File: config.mk
export PLATFORM = sky130hd
export DESIGN_NAME = pong_game_ctrl
export DESIGN_NICKNAME = d
export VERILOG_FILES = /design/src/rtl/pong_pkg.sv /design/src/rtl/pong_frame_timer.sv /design/src/rtl/pong_game_ctrl.sv
export SDC_FILE = /design/constraint.sdc
export NUM_CORES = 1
export LEC_CHECK = 0
export CORE_UTILIZATION = 56
export DETAILED_ROUTE_END_ITERATION = 7
export PLACE_DENSITY_LB_ADDON = 0.05
export SYNTH_ARGS = -nofsm -noshare
export SYNTH_HDL_FRONTEND = slang
export SYNTH_SLANG_ARGS = --single-unit
File: constraint.sdc
create_clock -name clk_i -period 4.7 [get_ports clk_i]
set_input_delay 0.47 -clock clk_i [delete_from_list [all_inputs] [get_ports clk_i]]
set_output_delay 0.47 -clock clk_i [all_outputs]
set_load 0.01 [all_outputs]
File: src/rtl/pong_pkg.sv
// rtl/pong_pkg.sv - shared types and constants for the pong game sequencer
//
// Contents:
//   game_state_t      : sequencer state, encoding is visible on state_o
//   SERVE_RIGHT/LEFT  : serve_dir_o values
//   DEF_*             : default frame counts and winning score
//   max_int()         : helper for sizing the frame counter
package pong_pkg;

  typedef enum logic [2:0] {
    ST_IDLE  = 3'd0,
    ST_SERVE = 3'd1,
    ST_PLAY  = 3'd2,
    ST_POINT = 3'd3,
    ST_OVER  = 3'd4
  } game_state_t;

  localparam logic SERVE_RIGHT = 1'b1;
  localparam logic SERVE_LEFT  = 1'b0;

  localparam int DEF_SERVE_FRAMES = 60;
  localparam int DEF_POINT_FRAMES = 30;
  localparam int DEF_WIN_SCORE    = 9;

  function automatic int max_int(input int a, input int b);
    return (a > b) ? a : b;
  endfunction

endpackage

File: src/rtl/pong_frame_timer.sv
// rtl/pong_frame_timer.sv - loadable down-counter of frame ticks
//
// Ports:
//   clk, rst_n : clock, asynchronous active-low reset
//   load       : load count with load_val (takes priority over tick)
//   load_val   : frame count to load
//   tick       : frame tick, already qualified by the caller
//   done       : high on the tick that takes the count from 1 to 0
module pong_frame_timer #(
  parameter int CNT_W = 6
) (
  input  logic             clk,
  input  logic             rst_n,
  input  logic             load,
  input  logic [CNT_W-1:0] load_val,
  input  logic             tick,
  output logic             done
);

  logic [CNT_W-1:0] count;

  always_ff @(posedge clk or negedge rst_n) begin
    if (!rst_n) begin
      count <= '0;
    end else if (load) begin
      count <= load_val;
    end else if (tick && (count != '0)) begin
      count <= count - CNT_W'(1);
    end
  end

  // Combinational on purpose: the caller registers its state change on the
  // same edge, so the expiring tick is reflected one cycle later.
  assign done = tick && (count == CNT_W'(1));

endmodule

File: src/rtl/pong_game_ctrl.sv
// rtl/pong_game_ctrl.sv - pong game sequencer: serve, play, point, game over
//
// Ports:
//   clk_i, rst_n_i            : clock, asynchronous active-low reset
//   frame_tick_i              : one pulse per frame
//   start_i                   : start button level (rising edge starts a game)
//   miss_left_i, miss_right_i : ball passed the left / right paddle
//   ball_rst_o, ball_en_o     : hold ball at centre / let ball move
//   paddle_en_o               : paddles may move
//   serve_dir_o               : 1 = serve right, 0 = serve left
//   score_l_o, score_r_o      : player scores
//   game_over_o, winner_o     : game finished, 1 = right player won
//   state_o                   : current state encoding
module pong_game_ctrl
  import pong_pkg::*;
#(
  parameter int   SERVE_FRAMES = DEF_SERVE_FRAMES,
  parameter int   POINT_FRAMES = DEF_POINT_FRAMES,
  parameter int   WIN_SCORE    = DEF_WIN_SCORE,
  localparam int  SCORE_W      = $clog2(WIN_SCORE + 1)
) (
  input  logic               clk_i,
  input  logic               rst_n_i,
  input  logic               frame_tick_i,
  input  logic               start_i,
  input  logic               miss_left_i,
  input  logic               miss_right_i,
  output logic               ball_rst_o,
  output logic               ball_en_o,
  output logic               paddle_en_o,
  output logic               serve_dir_o,
  output logic [SCORE_W-1:0] score_l_o,
  output logic [SCORE_W-1:0] score_r_o,
  output logic               game_over_o,
  output logic               winner_o,
  output logic [2:0]         state_o
);

  localparam int CNT_W = $clog2(max_int(SERVE_FRAMES, POINT_FRAMES) + 1);
  localparam logic [SCORE_W-1:0] WIN_VAL = SCORE_W'(WIN_SCORE);

  game_state_t state;
  logic        start_q;
  logic        start_edge;
  logic        any_miss;
  logic        timer_tick;
  logic        timer_load;
  logic [CNT_W-1:0] timer_val;
  logic        timer_done;

  assign start_edge = start_i && !start_q;
  assign any_miss   = miss_left_i || miss_right_i;

  // Frames only count while waiting out a serve or a point.
  assign timer_tick = frame_tick_i && ((state == ST_SERVE) || (state == ST_POINT));

  // Loading on POINT expiry into OVER is harmless: OVER ignores the timer.
  assign timer_load = (((state == ST_IDLE) || (state == ST_OVER)) && start_edge) ||
                      ((state == ST_PLAY) && any_miss) ||
                      ((state == ST_POINT) && timer_done);
  assign timer_val  = (state == ST_PLAY) ? CNT_W'(POINT_FRAMES) : CNT_W'(SERVE_FRAMES);

  pong_frame_timer #(
    .CNT_W (CNT_W)
  ) u_timer (
    .clk      (clk_i),
    .rst_n    (rst_n_i),
    .load     (timer_load),
    .load_val (timer_val),
    .tick     (timer_tick),
    .done     (timer_done)
  );

  always_ff @(posedge clk_i or negedge rst_n_i) begin
    if (!rst_n_i) begin
      state       <= ST_IDLE;
      start_q     <= 1'b0;
      score_l_o   <= '0;
      score_r_o   <= '0;
      serve_dir_o <= SERVE_RIGHT;
      ball_rst_o  <= 1'b1;
      ball_en_o   <= 1'b0;
      paddle_en_o <= 1'b0;
      game_over_o <= 1'b0;
      winner_o    <= 1'b0;
    end else begin
      start_q <= start_i;
      case (state)
        ST_IDLE, ST_OVER: begin
          if (start_edge) begin
            state       <= ST_SERVE;
            score_l_o   <= '0;
            score_r_o   <= '0;
            serve_dir_o <= SERVE_RIGHT;
            ball_rst_o  <= 1'b1;
            ball_en_o   <= 1'b0;
            paddle_en_o <= 1'b1;
            game_over_o <= 1'b0;
            winner_o    <= 1'b0;
          end
        end
        ST_SERVE: begin
          if (timer_done) begin
            state      <= ST_PLAY;
            ball_rst_o <= 1'b0;
            ball_en_o  <= 1'b1;
          end
        end
        ST_PLAY: begin
          if (any_miss) begin
            state     <= ST_POINT;
            ball_en_o <= 1'b0;
            // A double miss is a dead ball: nobody scores, serve unchanged.
            if (miss_left_i && !miss_right_i) begin
              score_r_o   <= score_r_o + SCORE_W'(1);
              serve_dir_o <= SERVE_LEFT;
            end else if (miss_right_i && !miss_left_i) begin
              score_l_o   <= score_l_o + SCORE_W'(1);
              serve_dir_o <= SERVE_RIGHT;
            end
          end
        end
        ST_POINT: begin
          if (timer_done) begin
            ball_rst_o <= 1'b1;
            if ((score_l_o == WIN_VAL) || (score_r_o == WIN_VAL)) begin
              state       <= ST_OVER;
              paddle_en_o <= 1'b0;
              game_over_o <= 1'b1;
              winner_o    <= (score_r_o == WIN_VAL);
            end else begin
              state <= ST_SERVE;
            end
          end
        end
        default: begin
          state       <= ST_IDLE;
          ball_rst_o  <= 1'b1;
          ball_en_o   <= 1'b0;
          paddle_en_o <= 1'b0;
          game_over_o <= 1'b0;
          winner_o    <= 1'b0;
        end
      endcase
    end
  end

  assign state_o = state;

endmodule

# Word level (Yosys, flattened, before mapping)

Index checks and enable logic that the tools add are counted.
W data, S select, Z words.

Bitwise logic cells: 3
$add $sub $neg: 3
Mux-type cells: 37
Reductions and logical operators: 31
Equality and inequality tests: 16

Operator list:

| operator              | count |
|---|---|
| $mux W4               | 6 |
| $reduce_and A4 Y1     | 6 |
| $mux W6               | 3 |
| $pmux W4 S2           | 2 |
| $mux W3               | 5 |
| $mux W1               | 14 |
| $pmux W3 S4           | 1 |
| $ne A2 B2 Y1 const B  | 5 |
| $logic_and A1 B1 Y1   | 9 |
| $pmux W1 S3           | 3 |
| $add A4 B1 Y4 const B | 2 |
| $eq A4 B4 Y1 const B  | 2 |
| $pmux W1 S4           | 2 |
| $eq A3 B2 Y1 const B  | 2 |
| $eq A6 B1 Y1 const B  | 1 |
| $logic_or A1 B1 Y1    | 6 |
| $ne A2 B1 Y1 const B  | 3 |
| $reduce_bool A6 Y1    | 1 |
| $sub A6 B1 Y6 const B | 1 |
| $reduce_and A5 Y1     | 1 |
| $reduce_bool A2 Y1    | 2 |
| $reduce_or A2 Y1      | 2 |
| $eq A3 B1 Y1 const B  | 1 |
| $eq A3 B3 Y1 const B  | 1 |
| 5 further kinds       | 9 |

Word-level logic and storage cells: 101
Flip-flop bits (word level): 24
Output and inout port bits: 17
Input port bits: 6

# Depth between registers and ports, before layout

Depth after elaboration: 7
Mapped depth: 6
Mapped depth without buffers: 6

# Hierarchy

Synthesis repeated with hierarchy kept, for this count alone.

Cell total of the unflattened synthesis: 149
Area, all modules: 1,416.4 µm²

By module, submodules not included:

| module           | instances | sequential area each (µm²) | area each (µm²) | cells each |
|---|---|---|---|---|
| pong_game_ctrl   | 1         | 452.9                      | 991.0           | 102 |
| pong_frame_timer | 1         | 150.1                      | 425.4           | 47 |

# Least setup slack after synthesis

No wires, ideal clock.

Path type: register to register
Start point: register state[0], in the netlist state_o[0]
End point: register u_timer.count[1]
Path buffers: 1
Data required time: 4,582 ps
Data arrival time: 1,423 ps
Setup time: 118 ps
Stages on the path, launching flop included: 6
Slack: 3,159 ps
Path through: dfrtp_1 -> buf_2 -> nor3b_2 -> o21a_1 -> a311oi_4 -> a21o_1

Cells in the longest elaborated chain, start to end: 7
Elaborated cells on any way between the ends: 18
Classes of those cells: eq/ne (4); mux (2); reduce/logical (12)

Ends and longest elaborated chain:

| item                                          | line                                       | source |
|---|---|---|
| start: declaration                            | pong_game_ctrl.sv:42                       | `game_state_t state;` |
| start signal: assignment                      | pong_game_ctrl.sv:76                       | `state <= ST_IDLE;` |
| start signal: assignment                      | pong_game_ctrl.sv:91                       | `state <= ST_SERVE;` |
| start signal: assignment                      | pong_game_ctrl.sv:104                      | `state <= ST_PLAY;` |
| $eq A3 B1 Y1 or $eq A3 B2 Y1 (tied branches)  | pong_game_ctrl.sv:55, pong_game_ctrl.sv:60 |  |
| $logic_or A1 B1 Y1                            | pong_game_ctrl.sv:55                       | `assign timer_tick = frame_tick_i && ((state == ST_SERVE) \|\| (state == ST_POINT));` |
| $logic_and A1 B1 Y1                           | pong_game_ctrl.sv:55                       |  |
| $logic_and A1 B1 Y1                           | pong_frame_timer.sv:34                     | `assign done = tick && (count == CNT_W'(1));` |
| $logic_and A1 B1 Y1                           | pong_game_ctrl.sv:60                       | `((state == ST_POINT) && timer_done);` |
| $logic_or A1 B1 Y1                            | pong_game_ctrl.sv:59                       | `((state == ST_PLAY) && any_miss) \|\|` |
| $mux W6 or $reduce_bool A2 Y1 (tied branches) | -                                          |  |
| end signal: assignment                        | pong_frame_timer.sv:26                     | `count <= load_val;` |
| end signal: assignment                        | pong_frame_timer.sv:28                     | `count <= count - CNT_W'(1);` |
| end: declaration                              | pong_frame_timer.sv:20                     | `logic [CNT_W-1:0] count;` |

Parallel ways exist; a longest one is shown, timed or not.
A chain may end at the register's enable or synchronous reset.

# Worst setup path in the final report

Start point: register state[1], in the netlist state_o[1]
End point: output port state_o[1]

RTL lines:

| item             | line                 | source |
|---|---|---|
| end: declaration | pong_game_ctrl.sv:36 | `output logic [2:0] state_o` |

No word-level cell between the ends.

==> metrics <==
asr flop ratio synth=100%; share of cells above drive strength 1=under 10%; M3 GR Usage=3.27%; Synth Instances=138; biggest area consumer among synthesized cells=dfrtp_1; xor/xnor cell area share of the yosys netlist=3.84%; Worst Setup Slack, final=roughly 2.5 ns; crit-path cells=clkdlybuf4s50_1; antenna violations before repair=0; Post-Syn Area per Cell=slightly below 10 sq um; vias in the first global route=roughly 970; met2 Track Usage GR=39.8%; Design Area, Final=1630 sq um; Initial Utilization=roughly three fifths; Worst Hold End=ball_en_o$_DFFE_PN0P_; Core Region=2250 sq um; worst clock skew=0.00261 ns; VDD IR-drop max=282 uV; total grt overflow=0; Synth Area in Adders=6.21%; row count=17; largest net degree at the start of global routing=25; cts bufs inserted=3; final setup vio count=0; WP data required=4.23 ns; main flop type after synthesis=dfrtp_1; hold path start=ball_en_o$_DFFE_PN0P_; Crit. End Element=primary output; Top Family by Delay on Critical Path=flip-flops; largest family of logic cells by synthesized area=simple AND/OR/NAND/NOR gates; CP Data Arrival Time=1.70 ns; outcome=finished clean; critical setup path kind=reg -> out; ANT cells=0; Placed Area=1590 sq um; io pins=23; syn_nets=150; Max Slew Vio Count=0; Rel. slew slack=28.3%; top post-synthesis cells by area=dfrtp_1 40%, ha_1 5.5%, dfstp_2 3.8%, nand3_1 3.3%, nor2_1 3.3%; post-synthesis compound-gate area fraction=between 15 and 20%; Least-Margin Pin Slew=1.07 ns; H-tree depth=1; first-pass GRT wire length=about 4.6 mm; post-synth top area share=40.2%; gpl congestion=0.961; setup TNS=0 ns; Crit-path slowest cell=dfrtp_1; CP bufs+invs=1; postcts setup bufs=0; Die Span X=roughly 50 microns; DP HPWL=2.04 mm; number of synthesized register bits=24; CP max stage delay=0.74 ns; global routing's busiest layer=met2; CTS tree=yes; Min-Delay Path Class=reg -> reg; static leakage power=0.710 nW; Clock Sink Count=24; Post-DRT Antenna Nets=0; Achievable Freq=0.460 GHz; Worst-Skew Late Latency=0.32 ns; Die Y=51.5 microns; sequential element share of the synthesized area=between 40% and 50%; hold depth=1; Reg2Reg Depth=4; M1 GR Usage=around 31%; nets@finish=171; crit path time final=2.17 ns; crit path launch type=flip-flop; Routed WL per cell=14.9 microns; DRT Pass-1 Iters=4; Synth Area in Simple Gates=23.1%; reg2reg end=u_timer.count[1]$_DFFE_PN0P_; RR Startpoint=state_o[1]$_DFFE_PN0P_; CTS hold repair buffers=0; Critical path origin=state_o[1]$_DFFE_PN0P_; # resized after CTS=0; R2R setup slack=2.76 ns; drt first-iter violations=12; post-synthesis cell type count=46; Via Count=1086; fin crit share=46.3%; EDFF count, synth=0; synth warn=0; clock buffer depth=2; Port Buffers=22; synth-to-layout area growth=18.6%; total track usage=23.9%; Max-cap violations=0; Worst-path clk slew=0.14 ns; Routed WL=2.77 mm; Via density=5.84; final hold violation count=0; RSZ-0062 raised after global routing=no; Die ar.=2650 sq um; Worst Path Max Fanout=17; CTS Root Cell=clkbuf_4; P per Cell Area=between 400 and 500 nW/um^2; post-synthesis mux area share=3.01%; Syn Std Cell Area=roughly 1400 sq um; Setup WS pre-CTS=about 2.7 ns; DRC Markers=0
## worst max-delay path by stage
stage / cells after the start / endpoint
floorplan: 5 / u_timer.count[1]$_DFFE_PN0P_
global placement: 5 / u_timer.count[1]$_DFFE_PN0P_
detailed placement: 5 / u_timer.count[1]$_DFFE_PN0P_
CTS: 1 / state_o[1]
global route: 1 / state_o[1]
finish: 1 / state_o[1]
## state kept, by name (all words and copies together), names as in the netlist
register       flops
start_q            1
ball_en_o          1
state_o            3
winner_o           1
u_timer.count      6
score_r_o          4
score_l_o          4
game_over_o        1
paddle_en_o        1
serve_dir_o        1
ball_rst_o         1
## synth_stat cells (all sizes together), types with 3 or more instances
cell / number
nand2: 9
dfrtp: 22
inv: 6
buf: 5
ha: 6
nand2b: 4
o21ai: 10
nor3: 3
xor2: 5
and3: 4
nor2: 12
nand4: 5
nand3: 9
mux2i: 3
a21oi: 4
## cell usage in the layout, fill, tap and decap left out, drive strengths merged, types with 5 or more instances in the layout
master,netlist,routed
nor2,12,12
o21ai,10,10
nand2,9,9
inv,6,6
nand3,9,9
nand4,5,5
clkdlybuf4s50,0,22
dfrtp,22,22
xor2,5,5
ha,6,6
## cells by family after synthesis
| kind of cell | Yosys count |
|---|---|
| simple gates | 55 |
| xor+xnor | 6 |
| compound gates | 30 |
| buf+inv | 12 |
| mux | 4 |
| flops | 24 |
| fa+ha+maj | 7 |
## final cells by class
class                   instances  area [sq um]
flip-flops and latches         24           603
multi-input cells             102           708
well taps                      28          35.0
fillers                       187           629
clock buffers                   4          36.3
repair buffers                 22           220
inverters                       6          22.5
## per-layer routing
metal	vias up	share of wire [%]	routed length, microns
li1	536	-	-
met1	526	47	1310
met2	20	49	1360
met3	4	2.3	64
met4	0	1.5	41
met5	-	0	0
## report_power, final
group | internal (mW) | leakage, nW | total, mW | switching, mW
Clock | 0.0474 | 0.0210 | 0.113 | 0.0654
Combinational | 0.134 | 0.390 | 0.249 | 0.115
Sequential | 0.265 | 0.298 | 0.347 | 0.0821
## per-stage QoR
step	power (mW)	std cells	hold WS [ns]	utilization, %
floorplan	0.503	138	0.174	-
global placement	0.588	182	0.478	70.5
detailed placement	0.601	182	0.481	70.5
CTS	0.713	186	0.511	72.1
global route	0.757	186	0.517	72.1
finish	0.709	186	0.510	72.1
(Power assumes the default switching activity.)
